[src/rtl/lock_pkg.sv]
// Shared definitions for the keypad lock: compare-target encodings, command
// key codes and the factory code defaults.
package lock_pkg;

  typedef enum logic [1:0] {
    COMPAREPC = 2'b00,
    COMPAREUC = 2'b01,
    MATCHUC   = 2'b10,
    STOREUC   = 2'b11
  } cmp_type_e;

  localparam logic [3:0] KEY_CANCEL = 4'd7;
  localparam logic [3:0] KEY_PROG   = 4'd8;
  localparam logic [3:0] KEY_LOCK   = 4'd9;

  localparam logic [31:0] PC_CODE    = 32'h0012_3456;
  localparam logic [31:0] UC_DEFAULT = 32'h0000_1234;

endpackage

[src/rtl/code_entry_compare_key_event_detect.sv]
// Release-edge key detector: one event per key release, with the key value
// and a flag telling whether it is one of the command keys.
module key_event_detect
  import lock_pkg::*;
(
  input  logic       hwclk,
  input  logic       reset,
  input  logic [3:0] button,
  input  logic       bstate,
  output logic       key_evt,
  output logic [3:0] key_val,
  output logic       is_cmd
);

  logic prev_bstate_q;

  // NOTE: sequential state uses non-blocking assignments so every register
  // samples its inputs from before the edge, independent of block order.
  always_ff @(posedge hwclk) begin
    if (reset) prev_bstate_q <= 1'b0;
    else       prev_bstate_q <= bstate;
  end

  assign key_evt = prev_bstate_q & ~bstate;
  assign key_val = button;
  assign is_cmd  = key_evt &&
                   (button == KEY_CANCEL || button == KEY_PROG || button == KEY_LOCK);

endmodule

[src/rtl/code_entry_compare.sv]
// Keypad entry buffer and code comparator feeding the lock controller.
// Holds the entry, the active user code and a reprogramming candidate.
module code_entry_compare
  import lock_pkg::*;
#(
  parameter int MAX_LEN        = 8,
  parameter int MIN_LEN        = 4,
  parameter int PC_LEN         = 6,
  parameter logic [4*MAX_LEN-1:0] PC_CODE    = lock_pkg::PC_CODE,
  parameter logic [4*MAX_LEN-1:0] UC_DEFAULT = lock_pkg::UC_DEFAULT,
  parameter int UC_DEFAULT_LEN = 4
) (
  input  logic       hwclk,
  input  logic       reset,
  input  logic [3:0] button,
  input  logic       bstate,
  input  logic       read_input,
  input  logic [1:0] compareType,
  input  logic       store,
  output logic       correct_input,
  output logic       data_ready,
  output logic       validLength,
  output logic       validLengthPC
);

  localparam int W  = 4 * MAX_LEN;
  localparam int LW = $clog2(MAX_LEN + 1);

  localparam logic [LW-1:0] MAX_L  = LW'(MAX_LEN);
  localparam logic [LW-1:0] MIN_L  = LW'(MIN_LEN);
  localparam logic [LW-1:0] PC_L   = LW'(PC_LEN);
  localparam logic [LW-1:0] UC_D_L = LW'(UC_DEFAULT_LEN);
  localparam logic [LW-1:0] ONE_L  = LW'(1);

  logic       key_evt;
  logic [3:0] key_val;
  logic       is_cmd;

  key_event_detect u_key_event_detect (
    .hwclk   (hwclk),
    .reset   (reset),
    .button  (button),
    .bstate  (bstate),
    .key_evt (key_evt),
    .key_val (key_val),
    .is_cmd  (is_cmd)
  );

  logic [W-1:0]  entry_q, entry_d;
  logic [LW-1:0] len_q, len_d;
  logic          ovf_q, ovf_d;
  logic          fresh_q, fresh_d;
  logic [W-1:0]  cand_q, cand_d;
  logic [LW-1:0] cand_len_q, cand_len_d;
  logic [W-1:0]  uc_q, uc_d;
  logic [LW-1:0] uc_len_q, uc_len_d;
  logic          correct_q, correct_d;

  // Length flags depend only on registered state, so they hold steady
  // between a command key and the next accepted digit.
  assign validLength   = (len_q >= MIN_L) && (len_q <= MAX_L) && !ovf_q;
  assign validLengthPC = (len_q == PC_L) && !ovf_q;
  assign data_ready    = fresh_q && (len_q != '0);
  assign correct_input = correct_q;

  // NOTE: every variable gets its hold value first so no path through the
  // conditionals leaves it unassigned, which would infer a latch.
  always_comb begin
    entry_d    = entry_q;
    len_d      = len_q;
    ovf_d      = ovf_q;
    fresh_d    = fresh_q;
    cand_d     = cand_q;
    cand_len_d = cand_len_q;
    uc_d       = uc_q;
    uc_len_d   = uc_len_q;

    if (store) begin
      uc_d     = cand_q;
      uc_len_d = cand_len_q;
    end

    if (key_evt) begin
      if (is_cmd) begin
        fresh_d = 1'b1;
        if (key_val == KEY_PROG && cmp_type_e'(compareType) == STOREUC && validLength) begin
          cand_d     = entry_q;
          cand_len_d = len_q;
        end
      end else if (read_input) begin
        if (fresh_q) begin
          entry_d = {{(W-4){1'b0}}, key_val};
          len_d   = ONE_L;
          ovf_d   = 1'b0;
          fresh_d = 1'b0;
        end else if (len_q < MAX_L) begin
          entry_d = {entry_q[W-5:0], key_val};
          len_d   = len_q + ONE_L;
        end else begin
          ovf_d = 1'b1;
        end
      end
    end
  end

  logic [W-1:0]  tgt_val;
  logic [LW-1:0] tgt_len;
  logic          tgt_en;

  always_comb begin
    tgt_val = '0;
    tgt_len = '0;
    tgt_en  = 1'b0;
    case (cmp_type_e'(compareType))
      COMPAREPC: begin tgt_val = PC_CODE; tgt_len = PC_L;       tgt_en = 1'b1; end
      COMPAREUC: begin tgt_val = uc_q;    tgt_len = uc_len_q;   tgt_en = 1'b1; end
      MATCHUC:   begin tgt_val = cand_q;  tgt_len = cand_len_q; tgt_en = 1'b1; end
      default:   tgt_en = 1'b0;
    endcase
    correct_d = tgt_en && (entry_q == tgt_val) && (len_q == tgt_len) && !ovf_q;
  end

  always_ff @(posedge hwclk) begin
    if (reset) begin
      entry_q    <= '0;
      len_q      <= '0;
      ovf_q      <= 1'b0;
      fresh_q    <= 1'b1;
      cand_q     <= '0;
      cand_len_q <= '0;
      uc_q       <= UC_DEFAULT;
      uc_len_q   <= UC_D_L;
      correct_q  <= 1'b0;
    end else begin
      entry_q    <= entry_d;
      len_q      <= len_d;
      ovf_q      <= ovf_d;
      fresh_q    <= fresh_d;
      cand_q     <= cand_d;
      cand_len_q <= cand_len_d;
      uc_q       <= uc_d;
      uc_len_q   <= uc_len_d;
      correct_q  <= correct_d;
    end
  end

endmodule

[config.mk]
export PLATFORM = sky130hd
export DESIGN_NAME = code_entry_compare
export DESIGN_NICKNAME = d
export VERILOG_FILES = /design/src/rtl/lock_pkg.sv /design/src/rtl/code_entry_compare_key_event_detect.sv /design/src/rtl/code_entry_compare.sv
export SDC_FILE = /design/constraint.sdc
export NUM_CORES = 1
export LEC_CHECK = 0
export ABC_AREA = 1
export BUFFER_PORTS_ARGS = -buffer_cell sky130_fd_sc_hd__buf_2
export CORE_ASPECT_RATIO = 1.2
export CORE_MARGIN = 2
export CORE_UTILIZATION = 30
export CTS_CLUSTER_DIAMETER = 50
export DETAILED_ROUTE_END_ITERATION = 8
export REMOVE_ABC_BUFFERS = 1
export SETUP_SLACK_MARGIN = 0.02
export SLEW_MARGIN = 5
export SYNTH_ARGS = -nofsm -noshare
export SYNTH_HDL_FRONTEND = slang
export SYNTH_SLANG_ARGS = --single-unit
export TNS_END_PERCENT = 30
[constraint.sdc]
create_clock -name hwclk -period 1.5 [get_ports hwclk]
set_input_delay 0.375 -clock hwclk [delete_from_list [all_inputs] [get_ports hwclk]]
set_output_delay 0.375 -clock hwclk [all_outputs]
set_load 0.05 [all_outputs]
==> results.tsv <==
metric	value	unit
status	complete, but fails checks	
violations	negative setup slack	
power.total	6130	µW
p_clk_share	41.0	%
cp.arrival	1.37	ns
gp_congestion	0.825	
synth.largest_area_cell	dfxtp_1	
ant_nets	0	
drv.max_cap_violation_count	0	
hold_viol	0	
synth_cells	772	
num_vias	5270	
vias_per_cell	5.00	
synth_edf_count	0	
track_usage	17.5	%
cts-hold-fix-buffers	0	
synthesis.area	5470	µm²
syn_to_final_growth	30.3	%
fillCellCount	1764	
required	1.12	ns
r2r-end	cand_q[21]	
clk_pin_slew_worst_paths	0.07	ns
worstSkewPairLatency	0.36	ns
timing.fmax	574	MHz
finalCriticalPeriod	1.74	ns
slew_headroom	74.1	%
seq_power_share	50.0	%
setup_viol	38	
hpwlAfterDp	10300	µm
antenna_found_initial	0	
wirelength	16500	µm
reg2reg_from	len_q[1]	
synth-seq-area-share	41.0	%
rr_worst_depth	9	
cts_buffers	9	
cp-endpoint	validLength	
p_comb_share	9.0	%
drive_gt1_share	25.8	%
first_iter_violations	316	
tns	-2.35	ns
place_inst	1021	
std_cell_rows	54	
ys_ff_latch	112	
synth.distinct_cells	29	
yosys_warnings	0	
dp_slack	-0.364	ns
synth_most_common_cell	nand2_1	
rsz0062_at_grt	true	
io_pins	15	
skew	0.00614	ns
cts_buffer_depth	2	
grt_pass1_wl	26800	µm
cts_tree	built	
worst-r2r-setup-slack	-0.15	ns
grt_pass1_vias	5237	
synth_top_cells_by_count	187 x nand2_1, 112 x dfxtp_1, 92 x nor2_1	
hold_class	in -> reg	
hp-start	bstate	
finalCritPeriodShare	116	%
powerDensity	859	nW/µm²
yosys.area.top_type_share	41.0	%
power_leakage	0.00282	µW
synthFlopType	dfxtp_1	
grt_max_degree	53	
timing.critical_path.from	len_q[1]	
switchingPower	1510	µW
crit_fanout	3	
diodes	0	
slew_viol_final	0	
initial_core_util	30.3	%
die_w	127	µm
max_slew.worst_pin.slew	0.384	ns
crit_type	reg -> out	
critPathLaunchType	register	
root_buffer	clkbuf_16	
fin_nets	838	
portBuffers	14	
utilization	39.5	%
core	18000	µm²
p_int	4620	µW
drtPass1Iterations	5	
cts_sinks	112	
worst_setup_path_end_kind	primary output	
h-tree-depth	3	
syn_avg_cell_area	7.09	µm²
die_y	152	µm
swShare	24.7	%
grt-ovfl-total	0	
routedWlPerCell	15.7	µm
fin_cells	1053	
vdd_drop_max	469	µV
synth_area_leaders	dfxtp_1 41%, nand2_1 13%, nand3_1 8.3%	
synthArstFlopShare	0	%
fp.dieArea	19300	µm²
fin_ws	-0.241	ns
drc	0	
## registers in the layout, indices dropped and copies added (netlist names)
signal,flops
cand_len_q,4
cand_q,32
correct_input,1
entry_q,32
fresh_q,1
len_q,4
ovf_q,1
u_key_event_detect.prev_bstate_q,1
uc_len_q,4
uc_q,32
## stage by stage
stage / area (µm²) / hold WS, ns
2_1_floorplan: 5240 / 0.430
3_3_place_gp: 6200 / 0.452
3_5_place_dp: 6200 / 0.457
4_1_cts: 7070 / 0.255
5_1_grt: 7130 / 0.269
6_report: 7130 / 0.257
## timing repair
| action | CTS | global route |
|---|---|---|
| resized for setup | 83 | 24 |
| setup endpoints to repair | 40 | 41 |
| endpoints found under the hold margin | 0 | 0 |
| gates cloned | 8 | 1 |
| pin swaps | 12 | 9 |
| setup buffers | 7 | 4 |
## cell usage in the layout (no fill, tap or decap), drive strengths merged, types with 6 or more instances in the layout
cell type	instances
nor2	95
o211ai	6
nand3	92
clkbuf	14
a211oi	25
buf	85
nand2	199
a21oi	71
inv	62
o21ai	45
dfxtp	112
## per-layer routing
layer	global-route usage [%]	vias up	share of wire [%]
met1	22.7	2473	45
met2	28.9	127	49
met5	0	-	0
met4	7.17	0	2.3
li1	-	2646	-
met3	2.50	24	3.9
## critical path: stages (launching register included)
cell	delay (ns)
dfxtp_2	0.33
inv_2	0.08
ha_4	0.16
nand3_4	0.07
a21oi_4	0.19
buf_6	0.19
## cell families (layout without fill, tap and decap cells)
kind of cell / Yosys count / count (layout) / share of synthesized area [%]
AND/OR/NAND/NOR: 399 / 399 / 31.3
buffers and inverters: 107 / 164 / 8.55
adder cells (fa/ha/maj): 3 / 3 / 0.686
AO/OA/AOI/OAI: 151 / 151 / 18.5
flip-flops: 112 / 112 / 41.0
## worst min path at each step
stage | endpoint | slack, ns | depth (start not counted)
5_1_grt | u_key_event_detect.prev_bstate_q | 0.27 | 3
6_report | u_key_event_detect.prev_bstate_q | 0.26 | 3
3_5_place_dp | uc_q[5] | 0.46 | 2
3_3_place_gp | uc_q[2] | 0.45 | 2
2_1_floorplan | uc_q[5] | 0.43 | 2
4_1_cts | u_key_event_detect.prev_bstate_q | 0.25 | 3
## area by class of cell
class                   instances  area, µm²  share of cell area, %
well taps                     224        280                   3.93
inverters                      62        233                   3.26
repair buffers                 86        995                   13.9
clock buffers                  13        260                   3.65
flip-flops and latches        112       2250                   31.5
multi-input cells             553       3080                   43.2
clock inverters                 3       40.0                  0.561
## power by group through the flow
stage                     clock network, µW  registers [µW]  logic (µW)
final                                  2510            3070         553
after global routing                   2680            3070         612
after CTS                              2540            3060         550
after detailed placement                  0            3130         544
after global placement                    0            3130         536
after floorplan                           0            3120         237
No activity file was read; power rests on OpenSTA's default activity.
